## src/rtl/pulse_swallow_ctrl.sv

```systemverilog
// rtl/pulse_swallow_ctrl.sv - pulse-swallow sequencer for the dual-modulus prescaler.
// Holds mc high for the first S prescaler cycles of each P-cycle period and pulses div_out on the last one.
module pulse_swallow_ctrl #(
    parameter int P_WIDTH = 5,
    parameter int S_WIDTH = 3,
    parameter int P_MIN   = 2
) (
    input  logic               clk,
    input  logic               rst,
    input  logic               en,
    input  logic [P_WIDTH-1:0] Pi,
    input  logic [S_WIDTH-1:0] Si,
    input  logic               ps_valid,
    output logic               ps_ack,
    output logic               mc,
    output logic               div_out,
    output logic               busy,
    output logic               err_clamp,
    output logic               err_underrun
);

    typedef enum logic [1:0] {
        IDLE    = 2'd0,
        SWALLOW = 2'd1,
        MAIN    = 2'd2
    } state_t;

    localparam logic [P_WIDTH-1:0] P_MIN_V = P_WIDTH'(P_MIN);

    state_t             state;
    logic [P_WIDTH-1:0] p_cnt;
    logic [P_WIDTH-1:0] p_reg;
    logic [P_WIDTH-1:0] s_reg;

    logic [P_WIDTH-1:0] si_ext;
    logic [P_WIDTH-1:0] p_new;
    logic [P_WIDTH-1:0] s_new;
    logic               clamp_new;
    logic [P_WIDTH-1:0] p_sel;
    logic [P_WIDTH-1:0] s_sel;
    logic [P_WIDTH-1:0] j_next;
    logic               at_end;

    always_comb begin
        si_ext    = P_WIDTH'(Si);
        p_new     = (Pi < P_MIN_V) ? P_MIN_V : Pi;
        s_new     = (si_ext > p_new) ? p_new : si_ext;
        clamp_new = (Pi < P_MIN_V) || (si_ext > p_new);
        // Without a fresh pair the previous period's values are reused.
        p_sel     = ps_valid ? p_new : p_reg;
        s_sel     = ps_valid ? s_new : s_reg;
        j_next    = p_cnt + 1'b1;
        at_end    = (p_cnt == p_reg - 1'b1);
    end

    always_ff @(posedge clk) begin
        if (rst) begin
            state        <= IDLE;
            p_cnt        <= '0;
            p_reg        <= P_MIN_V;
            s_reg        <= '0;
            ps_ack       <= 1'b0;
            mc           <= 1'b0;
            div_out      <= 1'b0;
            busy         <= 1'b0;
            err_clamp    <= 1'b0;
            err_underrun <= 1'b0;
        end else begin
            ps_ack <= 1'b0;
            if ((state == IDLE && !(en && ps_valid)) || (state != IDLE && at_end && !en)) begin
                state   <= IDLE;
                p_cnt   <= '0;
                mc      <= 1'b0;
                div_out <= 1'b0;
                busy    <= 1'b0;
            end else if (state == IDLE || at_end) begin
                // Period boundary: start a new period with the selected P/S pair.
                p_reg   <= p_sel;
                s_reg   <= s_sel;
                p_cnt   <= '0;
                mc      <= (s_sel != '0);
                div_out <= (p_sel == P_WIDTH'(1));
                busy    <= 1'b1;
                state   <= (s_sel != '0) ? SWALLOW : MAIN;
                if (ps_valid) begin
                    ps_ack <= 1'b1;
                    if (clamp_new) begin
                        err_clamp <= 1'b1;
                    end
                end else begin
                    err_underrun <= 1'b1;
                end
            end else begin
                p_cnt   <= j_next;
                mc      <= (j_next < s_reg);
                div_out <= (j_next == p_reg - 1'b1);
                state   <= (j_next < s_reg) ? SWALLOW : MAIN;
            end
        end
    end

endmodule

```

## config.mk

```make
export PLATFORM = sky130hd
export DESIGN_NAME = pulse_swallow_ctrl
export DESIGN_NICKNAME = d
export VERILOG_FILES = /design/src/rtl/pulse_swallow_ctrl.sv
export SDC_FILE = /design/constraint.sdc
export NUM_CORES = 1
export LEC_CHECK = 0
export BUFFER_PORTS_ARGS = -buffer_cell sky130_fd_sc_hd__buf_2
export CORE_MARGIN = 1
export CORE_UTILIZATION = 35
export CTS_CLUSTER_DIAMETER = 80
export DETAILED_ROUTE_END_ITERATION = 8
export MAX_ROUTING_LAYER = met4
export PLACE_DENSITY = 0.49
export SYNTH_ARGS = -nofsm -noshare
export SYNTH_HDL_FRONTEND = slang
export SYNTH_SLANG_ARGS = --single-unit
```

## constraint.sdc

```tcl
create_clock -name clk -period 4.8 [get_ports clk]
set_clock_uncertainty 0.1 [all_clocks]
set_input_delay 0.96 -clock clk [delete_from_list [all_inputs] [get_ports clk]]
set_output_delay 0.96 -clock clk [all_outputs]
set_load 0.005 [all_outputs]
```

==> summary.txt, run 1 <==
Timing
  • Clock period minus final worst setup slack: 3376 ps
  • Max Freq: 296.2 MHz
  • Setup total negative slack: 0 ps
  • Slew Limit Headroom: 66.76%
  • Number of setup violations in the final report: 0
  • Final WS setup: 1424 ps
  • Worst-margin pin slew: 494.1 ps
  • Max-slew violation count: 0
  • Hold slack final: 367.6 ps
  • Share of the cycle needed by the critical path after routing: 70.34%
  • Hold violation total from the final report: 0
  • RSZ-0062 raised after global routing: false

Synthesis
  • Number of synthesized register bits: 22
  • Number of enable-type register cells in the synthesized netlist: 0
  • Fraction of registers with async set/reset: 0%
  • Most used flip-flop cell after synthesis: sky130_fd_sc_hd__dfxtp_1
  • Total of warnings raised by yosys: 0
  • Number of unique standard cell types used by synthesis: 45
  • Post-Synthesis Cell Area: 1360 sq um
  • Sequential fraction of the synthesis area: 32.38%
  • Synthesized area divided by synthesized cell count: 8.832 sq um
  • Synth Instances: 154
  • Number of nets in the synthesized netlist: 175

Global route
  • Number of antenna violations at the first check in global routing: 0
  • Wire length of the first global-routing pass: 5.133 mm
  • Largest net degree at the start of global routing: 18
  • Remaining global-route overflow: 0
  • Global-route total usage across every layer: 16.71%
  • Vias in the first global route: 1062

Clock network
  • Number of sinks handled by clock tree synthesis: 22
  • CTS tree: yes
  • Post-CTS Setup Bufs: 0
  • Hold-fix buffers, CTS: 0
  • CTS buffer count: 3
  • CTS resizes: 0
  • Cell at the root of the clock tree: sky130_fd_sc_hd__clkbuf_8
  • Worst-case clock buffer depth: 2
  • Clock transition at the registers of the reported paths: 80 ps
  • Later-pin clock latency in the skew report: 260 ps
  • # H-tree levels: 1

Floorplanning
  • Initial core utilization: 36.87%
  • Die Area: 4139 sq um
  • Vertical die dimension: 64.34 um
  • Die outline width: 64.34 um
  • Number of cell rows: 22
  • Number of top-level pins: 18
  • Area of the placeable core: 3689 sq um

Power and ir drop
  • Largest vdd supply drop: 140.1 uV
  • Leakage power summed over all cells: 0.6641 nW
  • PD cells: 325.0 nW/um^2

Place
  • DP Cell Count: 214
  • Port-buffer cells: 17
  • Routability Congestion: 0.9108
  • Placed Area: 1476 sq um
  • Setup slack after placement: 1140 ps
  • Estimated wirelength of the detail-placed design: 2.460 mm

Final layout
  • Share of post-route cells with drive strength above 1: 17.06%
  • Diodes inserted: 0
  • Area delta synth->final: 13.80%
  • Finished layout cell area: 1548 sq um
  • Leading cell types in the layout, fill and taps excluded: sky130_fd_sc_hd__nor2_1, sky130_fd_sc_hd__dfxtp_1, sky130_fd_sc_hd__buf_2, sky130_fd_sc_hd__inv_1
  • Final cell count without fillers: 218
  • Nets: 192

Drt
  • Remaining antenna violation count: 0
  • Initial detailed-routing violation count: 34
  • DR vias/cell: 5.298
  • Drt drc: 0
  • Detailed-route via count: 1155
  • Count of TritonRoute iterations in the first routing pass: 4
  • Drt total wl: 3.050 mm
  • Routed len/inst: 13.99 um

Status
  • Run status: finished clean

Critical path
  • Worst EP arrival: 3410 ps
  • Nature of the critical path endpoint: flop
  • Required time of the critical path: 4840 ps
  • Crit path max fanout: 6
  • CP startpoint kind: input port
  • Category of the critical setup timing path: in -> reg

Run
  • Number of max-cap violations: 0

Worst hold path
  • Worst min-delay path category: reg -> reg
## stage by stage
step | power (mW) | utilization, %
finish | 0.5030 | 41.96
global route | 0.5305 | 41.96
detailed placement | 0.3362 | 40.03
global placement | 0.3341 | 40.03
floorplan | 0.3044 | -
CTS | 0.5072 | 41.96
## layout make-up
type                       instances  area [sq um]
clock buffer                       3         41.29
clock inverter                     1         30.03
fill                             381          2141
inverter                          13         48.80
multi-input combinational        114         842.1
sequential                        22         440.4
tap                               48         60.06
timing repair buffer              17         85.08
## worst paths after layout
kind,startpoint,end,slack (ps),cells past startpoint
worst min-delay path,err_clamp$_SDFFE_PP0P_,err_clamp$_SDFFE_PP0P_,370,2
worst max register to register,p_reg[0]$_SDFFE_PP0P_,s_reg[2]$_SDFFE_PP0P_,2290,8
worst max-delay path,Pi[4],state[0]$_SDFF_PP0_,1420,9
worst min register to register,err_clamp$_SDFFE_PP0P_,err_clamp$_SDFFE_PP0P_,370,2
## logic make-up (layout without fill, tap and decap cells)
| logic type | Yosys count | after routing | share of synthesized area (%) |
|---|---|---|---|
| AND/OR/NAND/NOR | 52 | 52 | 19.69 |
| buffers and inverters | 18 | 34 | 5.704 |
| adder cells (fa/ha/maj) | 9 | 9 | 8.280 |
| multiplexers | 4 | 4 | 2.944 |
| flip-flops | 22 | 22 | 32.38 |
| AO/OA/AOI/OAI | 34 | 34 | 20.33 |
| XOR/XNOR | 15 | 15 | 10.67 |
## per-layer routing
layer	part of all wire [%]	vias to the layer above	global-route usage, %	wire, um
li1	-	592	-	-
met1	48	535	21.10	1463
met2	47	24	26.45	1425
met3	4.5	4	3.929	136
met4	0.82	0	4.722	25
met5	0	-	-	0
## synthesized netlist by cell type, types with 2 or more instances
| library cell | count | area share [%] |
|---|---|---|
| sky130_fd_sc_hd__xnor2_1 | 5 | 3.2 |
| sky130_fd_sc_hd__o21ai_0 | 3 | 1.1 |
| sky130_fd_sc_hd__nor2b_1 | 2 | 0.92 |
| sky130_fd_sc_hd__a21oi_1 | 9 | 3.3 |
| sky130_fd_sc_hd__nor3_1 | 4 | 1.5 |
| sky130_fd_sc_hd__nor3b_1 | 3 | 1.7 |
| sky130_fd_sc_hd__inv_1 | 13 | 3.6 |
| sky130_fd_sc_hd__mux2i_1 | 4 | 2.9 |
| sky130_fd_sc_hd__nand2_1 | 5 | 1.4 |
| sky130_fd_sc_hd__nor4_1 | 4 | 1.8 |
| sky130_fd_sc_hd__nand3_1 | 4 | 1.5 |
| sky130_fd_sc_hd__xor2_1 | 9 | 5.8 |
| sky130_fd_sc_hd__a31oi_1 | 2 | 0.92 |
| sky130_fd_sc_hd__and3_1 | 2 | 0.92 |
| sky130_fd_sc_hd__buf_2 | 2 | 0.74 |
| sky130_fd_sc_hd__dfxtp_1 | 22 | 32 |
| sky130_fd_sc_hd__o32ai_1 | 2 | 1.3 |
| sky130_fd_sc_hd__ha_1 | 9 | 8.3 |
| sky130_fd_sc_hd__nor2_1 | 22 | 6.1 |
| sky130_fd_sc_hd__clkbuf_1 | 2 | 0.55 |
| sky130_fd_sc_hd__a211oi_1 | 2 | 1.1 |
## worst max-delay path, cell delays in order
cell and delay, ps:
sky130_fd_sc_hd__buf_2 130, sky130_fd_sc_hd__o41a_1 480, sky130_fd_sc_hd__ha_1 290, sky130_fd_sc_hd__and3_4 190, sky130_fd_sc_hd__or4_4 490, sky130_fd_sc_hd__o21ai_0 240, sky130_fd_sc_hd__a31oi_1 170, sky130_fd_sc_hd__a2111oi_4 360
sky130_fd_sc_hd__o32ai_1 110
## report_power, final
group	total (mW)	internal, mW	switching, mW	leakage, nW
Clock	0.170	0.111	0.0585	0.0357
Sequential	0.207	0.195	0.0121	0.179
Combinational	0.127	0.0556	0.0710	0.449
No activity file was read; power rests on OpenSTA's default activity.
==> inputs of run 2 (changes only) <==
==> constraint.sdc (replaced) <==
create_clock -name clk -period 3.23 [get_ports clk]
set_clock_uncertainty 0.1 [all_clocks]
set_input_delay 0.646 -clock clk [delete_from_list [all_inputs] [get_ports clk]]
set_output_delay 0.646 -clock clk [all_outputs]
set_load 0.005 [all_outputs]
==> run 2 against run 1 <==
Critical path depth unchanged; flip-flop and latch count unchanged; die area stayed put; cell area rose by 3.4%; global-route usage increased by 0.077 points.
==> summary.txt, run 2 (synthesis results as in run 1) <==
Clock network
  • CTS tree: yes
  • Cell at the root of the clock tree: sky130_fd_sc_hd__clkbuf_8
  • Post-CTS Setup Bufs: 0 (unchanged)
  • # H-tree levels: 1 (unchanged)
  • CTS resizes: 0 (unchanged)
  • Worst-case clock buffer depth: 2 (unchanged)
  • Hold-fix buffers, CTS: 0 (unchanged)
  • Number of sinks handled by clock tree synthesis: 22 (unchanged)
  • Later-pin clock latency in the skew report: 260 ps (about the same)
  • CTS buffer count: 3 (unchanged)
  • Clock transition at the registers of the reported paths: 80 ps (about the same)

Place
  • DP Cell Count: 221 (+3.3%)
  • Routability Congestion: 0.8784 (-3.6%)
  • Placed Area: 1529 sq um (+3.6%)
  • Port-buffer cells: 17 (unchanged)
  • Estimated wirelength of the detail-placed design: 2.452 mm (-0.32%)

Critical path
  • End of the worst register-to-register path: s_reg[2]$_SDFFE_PP0P_
  • RR Startpoint: p_reg[0]$_SDFFE_PP0P_
  • Required time of the critical path: 3270 ps (-1570 ps)
  • Crit path max fanout: 4 (-2)
  • Nature of the critical path endpoint: flop
  • Crit. Startpoint: Pi[4]
  • Number of cell instances on the worst register-to-register path: 8 (unchanged)
  • Capturing instance or port of the critical path: state[0]$_SDFF_PP0_
  • CP startpoint kind: input port
  • Category of the critical setup timing path: in -> reg
  • R2R Setup Slk: 770 ps (-1520 ps)
  • Worst EP arrival: 3100 ps (-310 ps)

Final layout
  • Leading cell types in the layout, fill and taps excluded: sky130_fd_sc_hd__nor2_1, sky130_fd_sc_hd__dfxtp_1, sky130_fd_sc_hd__buf_2, sky130_fd_sc_hd__inv_1
  • Share of post-route cells with drive strength above 1: 20.34% (+3.3 points)
  • Diodes inserted: 0 (unchanged)
  • Nets: 199 (+3.6%)
  • Finished layout cell area: 1600 sq um (+3.4%)
  • Final cell utilization of the core: 43.39% (+1.4 points)
  • Area delta synth->final: 17.66%
  • Final cell count without fillers: 225 (+3.2%)

Power and ir drop
  • Largest vdd supply drop: 216.5 uV (+54%)
  • PD cells: 473.4 nW/um^2 (+46%)
  • Leakage power summed over all cells: 0.6980 nW (+5.1%)

Run
  • Number of max-cap violations: 0 (unchanged)

Timing
  • Clock period minus final worst setup slack: 3060 ps
  • Max-slew violation count: 0 (unchanged)
  • Worst-margin pin slew: 481.5 ps (-12.63 ps)
  • RSZ-0062 raised after global routing: false
  • Max Freq: 326.8 MHz
  • Hold violation total from the final report: 0 (unchanged)
  • Number of setup violations in the final report: 0 (unchanged)
  • Slew Limit Headroom: 67.71% (+0.95 points)
  • Share of the cycle needed by the critical path after routing: 94.74%

Global route
  • Wire length of the first global-routing pass: 5.244 mm (+2.2%)
  • Global-route total usage across every layer: 16.78% (+0.077 points)
  • Number of antenna violations at the first check in global routing: 0 (unchanged)
  • Remaining global-route overflow: 0 (unchanged)
  • Largest net degree at the start of global routing: 18 (unchanged)
  • Vias in the first global route: 1117 (+5.2%)

Drt
  • Remaining antenna violation count: 0 (unchanged)
  • Initial detailed-routing violation count: 72 (+110%)
  • DR vias/cell: 5.298 (about the same)
  • Count of TritonRoute iterations in the first routing pass: 4 (unchanged)
  • Routed len/inst: 13.74 um (-1.8%)
  • Drt drc: 0 (unchanged)
  • Drt total wl: 3.091 mm (+1.3%)
  • Detailed-route via count: 1192 (+3.2%)

Floorplanning
  • Die Area: 4139 sq um (unchanged)
  • Die outline width: 64.34 um (unchanged)
  • Number of top-level pins: 18 (unchanged)
  • Vertical die dimension: 64.34 um (unchanged)
  • Number of cell rows: 22 (unchanged)
  • Initial core utilization: 36.87% (unchanged)
  • Area of the placeable core: 3689 sq um (unchanged)

Worst hold path
  • Worst min-delay path category: reg -> reg

Status
  • Run status: finished clean
[run 2: cell types whose count changed in the layout (fill, tap and decap cells not counted)]
cell and change:
sky130_fd_sc_hd__buf_4 +7
[run 2: critical path, stage by stage]
cell and delay (ps):
sky130_fd_sc_hd__buf_2 120, sky130_fd_sc_hd__o41a_1 440, sky130_fd_sc_hd__ha_1 290, sky130_fd_sc_hd__and3_4 190, sky130_fd_sc_hd__or4_4 490, sky130_fd_sc_hd__o21ai_0 280, sky130_fd_sc_hd__a31oi_1 180, sky130_fd_sc_hd__a2111oi_4 360
sky130_fd_sc_hd__o32ai_1 110
[run 2: metal layers]
metal | vias up | GRT usage, % | wire length (um)
li1 | 602 | - | -
met1 | 565 | 22.84 | 1521
met4 | 0 | 5.000 | 21
met3 | 2 | 2.143 | 91
met5 | - | - | 0
met2 | 23 | 25.79 | 1456
[run 2: power breakdown]
group	total (mW)	leakage (nW)	internal, mW	switching, mW
combinational	0.194	0.483	0.0890	0.105
clock	0.256	0.0357	0.165	0.0909
sequential	0.307	0.179	0.289	0.0184
total	0.758	0.698	0.544	0.214
[run 2: how the worst min path moves through the flow]
stage,endpoint,depth (start not counted),startpoint
6_report,busy$_SDFFE_PP0N_,2,busy$_SDFFE_PP0N_
3_3_place_gp,busy$_SDFFE_PP0N_,2,busy$_SDFFE_PP0N_
5_1_grt,busy$_SDFFE_PP0N_,2,busy$_SDFFE_PP0N_
4_1_cts,busy$_SDFFE_PP0N_,2,busy$_SDFFE_PP0N_
3_5_place_dp,busy$_SDFFE_PP0N_,2,busy$_SDFFE_PP0N_
2_1_floorplan,s_reg[3]$_SDFFE_PP0P_,2,s_reg[3]$_SDFFE_PP0P_
[run 2: cell type report]
cell class / instances / area [sq um]
Fill cell: 384 / 2088
Multi-Input combinational cell: 114 / 842.1
Sequential cell: 22 / 440.4
Timing Repair Buffer: 24 / 137.6
Tap cell: 48 / 60.06
Inverter: 13 / 48.80
Clock buffer: 3 / 41.29
Clock inverter: 1 / 30.03
[run 2: through the flow]
step / setup TNS (ps) / hold WS (ps) / power [mW] / setup slack [ps]
4_1_cts: 0 / 367.3 / 0.7627 / 187.1
2_1_floorplan: 0 / 344.1 / 0.4524 / 185.8
6_report: 0 / 364.7 / 0.7575 / 169.9
3_3_place_gp: 0 / 346.4 / 0.5034 / 2.828
3_5_place_dp: -157.6 / 351.1 / 0.5051 / -88.06
5_1_grt: 0 / 390.9 / 0.8022 / 92.01
